--- src/rtl/pc_fetch_unit_pkg.sv ---
// pc_fetch_unit_pkg: shared FSM states, next-PC select codes, trap causes and reset PC
package pc_fetch_unit_pkg;
  localparam logic [31:0] DEFAULT_RESET_PC = 32'h0000_0000;
  typedef logic [1:0] state_t;
  localparam state_t ST_IDLE  = 2'd0;
  localparam state_t ST_FETCH = 2'd1;
  localparam state_t ST_EXEC  = 2'd2;
  localparam state_t ST_TRAP  = 2'd3;
  localparam logic [1:0] NPC_SEQ  = 2'b00;
  localparam logic [1:0] NPC_BR   = 2'b01;
  localparam logic [1:0] NPC_JALR = 2'b10;
  localparam logic [1:0] NPC_JAL  = 2'b11;
  localparam logic [1:0] CAUSE_NONE     = 2'b00;
  localparam logic [1:0] CAUSE_MISALIGN = 2'b01;
  localparam logic [1:0] CAUSE_IMEM     = 2'b10;
endpackage

--- src/rtl/pc_fetch_unit_next_pc.sv ---
// next_pc_calc: selects the next PC from the decoder select and flags misaligned targets
module next_pc_calc
  import pc_fetch_unit_pkg::*;
#(
  parameter int XLEN = 32
) (
  input  logic [XLEN-1:0] pc_i,
  input  logic [1:0]      sel_i,
  input  logic            branch_taken_i,
  input  logic [XLEN-1:0] imm_i,
  input  logic [XLEN-1:0] rs1_val_i,
  output logic [XLEN-1:0] next_pc_o,
  output logic            misaligned_o
);
  logic [XLEN-1:0] jalr_sum;
  logic            rel_jump;
  // jalr clears bit 0 of the sum; pc-relative targets cover jal and taken branches
  always_comb begin
    jalr_sum     = rs1_val_i + imm_i;
    rel_jump     = (sel_i == NPC_JAL) || (sel_i == NPC_BR && branch_taken_i);
    next_pc_o    = (sel_i == NPC_JALR) ? {jalr_sum[XLEN-1:1], 1'b0}
                 : rel_jump ? pc_i + imm_i : pc_i + XLEN'(4);
    misaligned_o = |next_pc_o[1:0];
  end
endmodule

--- src/rtl/pc_fetch_unit.sv ---
// pc_fetch_unit: owns the PC, fetches words over req/ack and holds them until retired
module pc_fetch_unit
  import pc_fetch_unit_pkg::*;
#(
  parameter int             XLEN     = 32,
  parameter logic [XLEN-1:0] RESET_PC = XLEN'(DEFAULT_RESET_PC)
) (
  input  logic            clk,
  input  logic            rst,
  output logic            imem_req,
  output logic [XLEN-1:0] imem_addr,
  input  logic            imem_ack,
  input  logic [XLEN-1:0] imem_rdata,
  input  logic            imem_err,
  output logic [XLEN-1:0] instr_out,
  output logic            instr_valid,
  output logic [XLEN-1:0] pc_out,
  input  logic            instr_ready,
  input  logic [1:0]      sel_bit_mux,
  input  logic            branch_taken,
  input  logic [XLEN-1:0] imm,
  input  logic [XLEN-1:0] rs1_val,
  output logic            trap,
  output logic [1:0]      trap_cause,
  output logic [31:0]     instret
);
  state_t          state_q, state_d;
  logic [XLEN-1:0] pc_q, pc_d, instr_q, instr_d, next_pc;
  logic [1:0]      cause_q, cause_d;
  logic [31:0]     instret_q, instret_d;
  logic            misaligned;

  next_pc_calc #(.XLEN(XLEN)) u_next_pc (
    .pc_i(pc_q), .sel_i(sel_bit_mux), .branch_taken_i(branch_taken), .imm_i(imm),
    .rs1_val_i(rs1_val), .next_pc_o(next_pc), .misaligned_o(misaligned)
  );

  assign imem_req    = state_q == ST_FETCH;
  assign imem_addr   = pc_q;
  assign pc_out      = pc_q;
  assign instr_out   = instr_q;
  assign instr_valid = state_q == ST_EXEC;
  assign trap        = state_q == ST_TRAP;
  assign trap_cause  = cause_q;
  assign instret     = instret_q;

  // Fetch/execute sequencing; ack only counts in FETCH and ready only in EXEC
  always_comb begin
    state_d   = state_q;
    pc_d      = pc_q;
    instr_d   = instr_q;
    cause_d   = cause_q;
    instret_d = instret_q;
    case (state_q)
      ST_IDLE:  state_d = ST_FETCH;
      ST_FETCH: if (imem_ack) begin
        state_d = imem_err ? ST_TRAP : ST_EXEC;
        cause_d = imem_err ? CAUSE_IMEM : cause_q;
        instr_d = imem_err ? instr_q : imem_rdata;
      end
      ST_EXEC:  if (instr_ready) begin
        instret_d = instret_q + 32'd1;
        state_d   = misaligned ? ST_TRAP : ST_FETCH;
        cause_d   = misaligned ? CAUSE_MISALIGN : cause_q;
        pc_d      = misaligned ? pc_q : next_pc;
      end
      default:  state_d = ST_TRAP;
    endcase
  end

  // State registers; reset abandons any outstanding request immediately
  always_ff @(posedge clk or posedge rst) begin
    if (rst) begin
      state_q   <= ST_IDLE;
      pc_q      <= RESET_PC;
      instr_q   <= '0;
      cause_q   <= CAUSE_NONE;
      instret_q <= '0;
    end else begin
      state_q   <= state_d;
      pc_q      <= pc_d;
      instr_q   <= instr_d;
      cause_q   <= cause_d;
      instret_q <= instret_d;
    end
  end
endmodule

--- config.mk ---
export PLATFORM = sky130hd
export DESIGN_NAME = pc_fetch_unit
export DESIGN_NICKNAME = d
export VERILOG_FILES = /design/src/rtl/pc_fetch_unit_pkg.sv /design/src/rtl/pc_fetch_unit_next_pc.sv /design/src/rtl/pc_fetch_unit.sv
export SDC_FILE = /design/constraint.sdc
export NUM_CORES = 1
export LEC_CHECK = 0
export CAP_MARGIN = 15
export CORE_UTILIZATION = 39
export DETAILED_ROUTE_END_ITERATION = 12
export PLACE_DENSITY = 0.73
export SLEW_MARGIN = 40
export SYNTH_ARGS = -nofsm -noshare
export SYNTH_HDL_FRONTEND = slang
export SYNTH_SLANG_ARGS = --single-unit
--- constraint.sdc ---
create_clock -name clk -period 7.05 [get_ports clk]
set_input_delay 1.0575 -clock clk [delete_from_list [all_inputs] [get_ports clk]]
set_output_delay 1.0575 -clock clk [all_outputs]
set_load 0.005 [all_outputs]
==> results of run 1 <==
[power by group through the flow]
stage                     Sequential, W  Combinational [W]  Clock [W]
after floorplan                0.000738           0.000528          0
after global placement         0.000760           0.000875          0
after detailed placement       0.000764           0.000883          0
after CTS                      0.000753           0.000889   0.000502
after global routing           0.000765           0.000981   0.000524
final                          0.000751           0.000892   0.000491
[routing by layer]
| metal | track usage (%) | up-vias | share of wire (%) | wire length [um] |
|---|---|---|---|---|
| met5 | 0 | - | 0 | 0 |
| met3 | 4.07 | 38 | 7.9 | 2030 |
| met2 | 37.8 | 370 | 46 | 11900 |
| li1 | - | 3917 | - | - |
| met4 | 7.35 | 0 | 1.9 | 492 |
| met1 | 30.0 | 3877 | 44 | 11200 |
[sequential cells by signal, summed over array words and instances (netlist names)]
signal	cells
trap_cause	2
instr_out	32
instret	32
state_q	2
imem_addr	32
[kinds of logic (layout without fill, tap and decap cells)]
kind of cell / count (synthesis) / count (layout) / synth area share [%]
adder cells (fa/ha/maj): 65 / 65 / 9.78
XOR/XNOR: 95 / 95 / 9.82
multiplexers: 39 / 39 / 5.10
AO/OA/AOI/OAI: 282 / 282 / 21.6
flip-flops: 100 / 100 / 29.5
AND/OR/NAND/NOR: 301 / 301 / 18.1
buffers and inverters: 92 / 284 / 6.12
[synth_stat cells (7+ instances only)]
cell type  number  area [sq um]
dfrtp_1       100          2500
nand2_1        79           297
a21oi_1        77           385
nor2_1         64           240
ha_1           63           788
o21ai_0        61           305
xnor2_1        51           447
xor2_1         44           385
nand3_1        36           180
buf_4          33           248
mux2_2         33           372
a21o_1         32           240
inv_1          27           101
nand4_1        23           144
a211oi_1       21           158
clkbuf_1       19          71.3
nor3_1         18          90.1
a31oi_1        16           100
and2_1         13          81.3
and3_1         13          81.3
nand2b_1       10          62.6
a31o_2          7          61.3
nor2b_1         7          43.8
o21a_1          7          52.6
[metrics by stage]
| stage | total power [W] | area (sq um) | utilization [%] |
|---|---|---|---|
| after floorplan | 0.00127 | 8470 | - |
| after global placement | 0.00164 | 10800 | 51.1 |
| after detailed placement | 0.00165 | 10800 | 51.1 |
| after CTS | 0.00214 | 11100 | 52.5 |
| after global routing | 0.00227 | 11100 | 52.5 |
| final | 0.00213 | 11100 | 52.5 |
[final timing paths]
| kind | cells after the start | to | start | slack (ns) |
|---|---|---|---|---|
| hold / removal | 1 | instret[31]$_DFFE_PP0P_ | instret[31]$_DFFE_PP0P_ | 0.48 |
| min in group asynchronous | 2 | instret[23]$_DFFE_PP0P_ | rst | 1.00 |
| setup reg to reg | 10 | imem_addr[31]$_DFFE_PP0P_ | imem_addr[0]$_DFFE_PP0P_ | 3.53 |
| setup / recovery | 11 | imem_addr[31]$_DFFE_PP0P_ | imm[0] | 2.86 |
| max in group asynchronous | 3 | imem_addr[13]$_DFFE_PP0P_ | rst | 5.06 |
| hold reg to reg | 1 | instret[31]$_DFFE_PP0P_ | instret[31]$_DFFE_PP0P_ | 0.48 |
[cells in the final DEF, fill, tap and decap left out, drive strengths merged, types with 9 or more instances in the layout]
cell           count
a211oi            21
a21o              32
a21oi             78
a31o               9
a31oi             16
and2              14
and3              14
clkbuf            10
clkdlybuf4s50    236
dfrtp            100
ha                63
inv               31
mux2              33
nand2             79
nand2b            10
nand3             38
nand4             23
nor2              68
nor3              19
o21ai             63
xnor2             51
xor2              44
[layout make-up]
cell class | count | area [sq um]
Timing Repair Buffer | 242 | 2410
Multi-Input combinational cell | 782 | 5460
Sequential cell | 100 | 2500
Fill cell | 1985 | 10100
Tap cell | 275 | 344
Clock inverter | 6 | 57.6
Inverter | 27 | 104
Clock buffer | 9 | 225
[worst max-delay path: cells and delay by family]
family                   cells  cell delay [ns]
AND/OR/NAND/NOR              4             1.50
AO/OA/AOI/OAI                4             0.75
adder cells (fa/ha/maj)      2             0.64
buffers and inverters        1             0.52
==> impl_metrics.ini, run 1 <==
[global_routing]
grt_use_total_pct = 22.9
grt_pass1_vias = 7704
overflow = 0
grt_max_degree = 82
antenna_found_initial = 0
grt_pass1_wl_mm = 40.0

[routing]
num_vias = 8202
wl_per_cell_um = 17.8
drc = 0
vias_per_cell = 5.69
detailedRoute.firstPassIterationCount = 8
drt-total-wl_mm = 25.6
ant_nets = 0
first_iter_violations = 534

[timing]
slew_headroom_pct = 42.2
setup_ws_ns = 2.86
holdWs_ns = 0.482
min_period_ns = 4.19
setup-tns-final_ns = 0
max_freq_ghz = 0.239
fin_crit_sh_pct = 59.4
drv_slew = 0
rsz0062_at_grt = false
finalSetupViolCount = 0
finalHoldViolations = 0
worstMarginPinSlew_ns = 0.867
fin_worst_skew_ns = 0.0116

[logic_synthesis]
synth_seq_area_share_pct = 29.5
postSynthCellCount = 974
async_reset_ff_share_pct = 100
syn_area_sq_um = 8470
synth_flop_cell = dfrtp_1
synth_nets = 1143
synth-seq-cells = 100
synth_cell_types = 75
synth_warnings = 0
syn_area_per_cell_sq_um = 8.70
synth_edf_count = 0

[clocking]
clock_sinks = 100
cts_inserted_buffers = 9
cts_tree = done
holdBufCountCts = 0
cts-root-buf = clkbuf_16
ctsHtreeMaxLevel = 3
clk_path_buf_depth = 2
clk_latency_ns = 0.35
ctsResizeCount = 0
cts_setup_buffers = 0
clk_pin_slew_worst_paths_ns = 0.08

[floorplan]
rows = 53
die-area_sq_um = 22300
initial_core_util_pct = 40.0
core_sq_um = 21200
die_x_um = 149
io_pins = 237
die_h_um = 149

[power_and_ir_drop]
comb_power_share_pct = 41.8
power_frac_clock_pct = 23.0
leakage_nw = 4.80
p_switching_w = 0.000754
internal-power_w = 0.00138
ir_worst_vdd_v = 0.0000905
power.density_nw_per_um2 = 192
switching_share_pct = 35.3
seq_power_share_pct = 35.2

[place]
finalWeightedCongestion = 0.899
dp.cells = 1426
dpl_worst_slack_ns = 2.49
io_buffers = 236
hpwlAfterDp_mm = 19.8

[setup_path]
crit_type = in -> reg
endpoint_kind = flop
worstPathCellList = clkdlybuf4s50_1 -> ha_1 -> fa_1 -> nor3_1 -> o31a_1 -> and2_1 -> nand2_1 -> or4_1 -> a211o_2 -> o211ai_1 -> a211o_1
crit_path_max_fanout = 15
slowest_delay_ns = 0.53
cp_slowest_cell = and2_1
crit_path_start_kind = input port
crit_arrival_ns = 4.48
required_ns = 7.35

[layout]
final-instance-count-excl-fill = 1441
fin_nets = 1331
syn_to_final_growth_pct = 31.1
num_antenna_cells = 0
final_layout_size_suffix_gt1_share_pct = 7.29

[worst_hold_path]
hp-class = reg -> reg

[job]
maxCapViolCount = 0

[status]
status = finished clean
(Power assumes the default switching activity.)
==> run 2, diff against run 1 <==
clock period = 4.1 ns   (was 7.05 ns; I/O delays follow)
==> impl_metrics.ini, run 2 (synthesis gave the netlist of run 1 again) <==
[global_routing]
grt_max_degree = 49
antenna_found_initial = 0
grt_use_total_pct = 23.2
grt_pass1_wl_mm = 40.7
grt_pass1_vias = 7772
overflow = 0

[clocking]
cts_inserted_buffers = 9
clk_latency_ns = 0.36
clk_pin_slew_worst_paths_ns = 0.08
ctsHtreeMaxLevel = 3
cts-root-buf = clkbuf_16
clk_path_buf_depth = 2
holdBufCountCts = 0
clock_sinks = 100
cts_tree = done
cts_setup_buffers = 0
ctsResizeCount = 0

[floorplan]
rows = 53
die_x_um = 149
core_sq_um = 21200
die-area_sq_um = 22300
initial_core_util_pct = 40.0
io_pins = 237
die_h_um = 149

[setup_path]
required_ns = 4.35
crit_path_max_fanout = 6
path_delay_family = compound AO/OA/AOI/OAI gates
crit_type = in -> reg
worstPathCellList = clkdlybuf4s50_1 -> ha_1 -> fa_1 -> a21oi_1 -> o21ai_0 -> a211o_1 -> and2_1 -> a31o_2 -> a41oi_1 -> xor2_1 -> a21oi_1 -> o22a_1
crit_arrival_ns = 3.69
path_buf_inv = 1
endpoint_kind = flop
crit_path_start_kind = input port
cp_slowest_cell = clkdlybuf4s50_1
slowest_delay_ns = 0.46
critPathMostFrequentCell = a21oi_1

[layout]
fill_cells = 1989
syn_to_final_growth_pct = 31.7
num_antenna_cells = 0
multiInputGateArea_sq_um = 5460
ff_latch_area_sq_um = 2500
final_common_cell = clkdlybuf4s50_1
final-instance-count-excl-fill = 1446
final_layout_size_suffix_gt1_share_pct = 7.69
final_cell_mix = 236 x clkdlybuf4s50_1, 100 x dfrtp_1, 79 x nand2_1, 77 x a21oi_1, 64 x nor2_1
fin_nets = 1335

[power_and_ir_drop]
power.density_nw_per_um2 = 335
leakage_nw = 4.82
ir_worst_vdd_v = 0.000195

[timing]
slew_headroom_pct = 56.3
fin_worst_skew_ns = 0.00897
min_period_ns = 3.44
finalSetupViolCount = 0
drv_slew = 0
max_freq_ghz = 0.291
worstMarginPinSlew_ns = 0.656
finalHoldViolations = 0
rsz0062_at_grt = false
setup-tns-final_ns = 0
fin_crit_sh_pct = 83.9

[job]
maxCapViolCount = 0

[place]
finalWeightedCongestion = 0.914
dp.cells = 1430
hpwlAfterDp_mm = 20.4
io_buffers = 236

[worst_hold_path]
hp-class = reg -> reg

[routing]
num_vias = 8242
drc = 0
ant_nets = 0
drt-total-wl_mm = 26.0
detailedRoute.firstPassIterationCount = 7
wl_per_cell_um = 18.0
first_iter_violations = 512
vias_per_cell = 5.70

[status]
status = finished clean
run 2: cell count changes in the layout (fill, tap and decap cells not counted), sizes merged:
| cell | delta |
|---|---|
| inv | -2 |
| bufinv | +1 |
| buf | +5 |
| clkinv | +2 |
| clkbuf | -1 |
run 2: power by group:
group	switching, W	internal (W)	leakage [nW]
sequential	0.000169	0.00112	1.30
clock	0.000424	0.000485	0.153
combinational	0.000710	0.000836	3.38
run 2: area by class of cell:
class	count	share of cell area (%)
Clock buffer	9	2.02
Inverter	27	0.931
Multi-Input combinational cell	782	48.9
Timing Repair Buffer	246	21.9
Sequential cell	100	22.4
Clock inverter	7	0.752
Tap cell	275	3.09
run 2: path summary, 6_finish.rpt:
| check | from | end | slack [ns] | depth (start not counted) |
|---|---|---|---|---|
| max | imm[0] | imem_addr[22]$_DFFE_PP0P_ | 0.66 | 12 |
| min in group asynchronous | rst | imem_addr[14]$_DFFE_PP0P_ | 0.72 | 2 |
| max reg2reg | imem_addr[0]$_DFFE_PP0P_ | imem_addr[22]$_DFFE_PP0P_ | 0.85 | 11 |
| min | instret[31]$_DFFE_PP0P_ | instret[31]$_DFFE_PP0P_ | 0.48 | 1 |
| max in group asynchronous | rst | instr_out[4]$_DFFE_PP0P_ | 2.54 | 3 |
| min reg2reg | instret[31]$_DFFE_PP0P_ | instret[31]$_DFFE_PP0P_ | 0.48 | 1 |
run 2: metrics by stage:
step / hold WS [ns] / cell area [sq um] / setup slack, ns / total power [W] / utilization, %
3_3_place_gp: 0.460 / 10800 / 0.359 / 0.00281 / 51.3
4_1_cts: 0.487 / 11200 / 0.672 / 0.00376 / 52.7
6_report: 0.480 / 11200 / 0.659 / 0.00374 / 52.7
5_1_grt: 0.493 / 11200 / 0.407 / 0.00397 / 52.7
3_5_place_dp: 0.474 / 10800 / 0.300 / 0.00284 / 51.3
2_1_floorplan: 0.465 / 8470 / 0.866 / 0.00218 / -
run 2: worst register-to-register path: stages, from the launching register on:
cell and delay, ns:
dfrtp_1 0.49, ha_1 0.30, fa_1 0.41, a21oi_1 0.23
o21ai_0 0.18, a211o_1 0.36, and2_1 0.22, a31o_2 0.29
a41oi_1 0.24, xor2_1 0.16, a21oi_1 0.08, o22a_1 0.19
run 2: metal layers:
layer / GRT usage, % / vias up / routed length [um] / part of all wire (%)
met3: 3.91 / 40 / 1880 / 7.2
met2: 38.4 / 335 / 12200 / 47
met5: 0 / - / 0 / 0
met1: 30.6 / 3933 / 11500 / 44
li1: - / 3934 / - / -
met4: 7.45 / 0 / 549 / 2.1
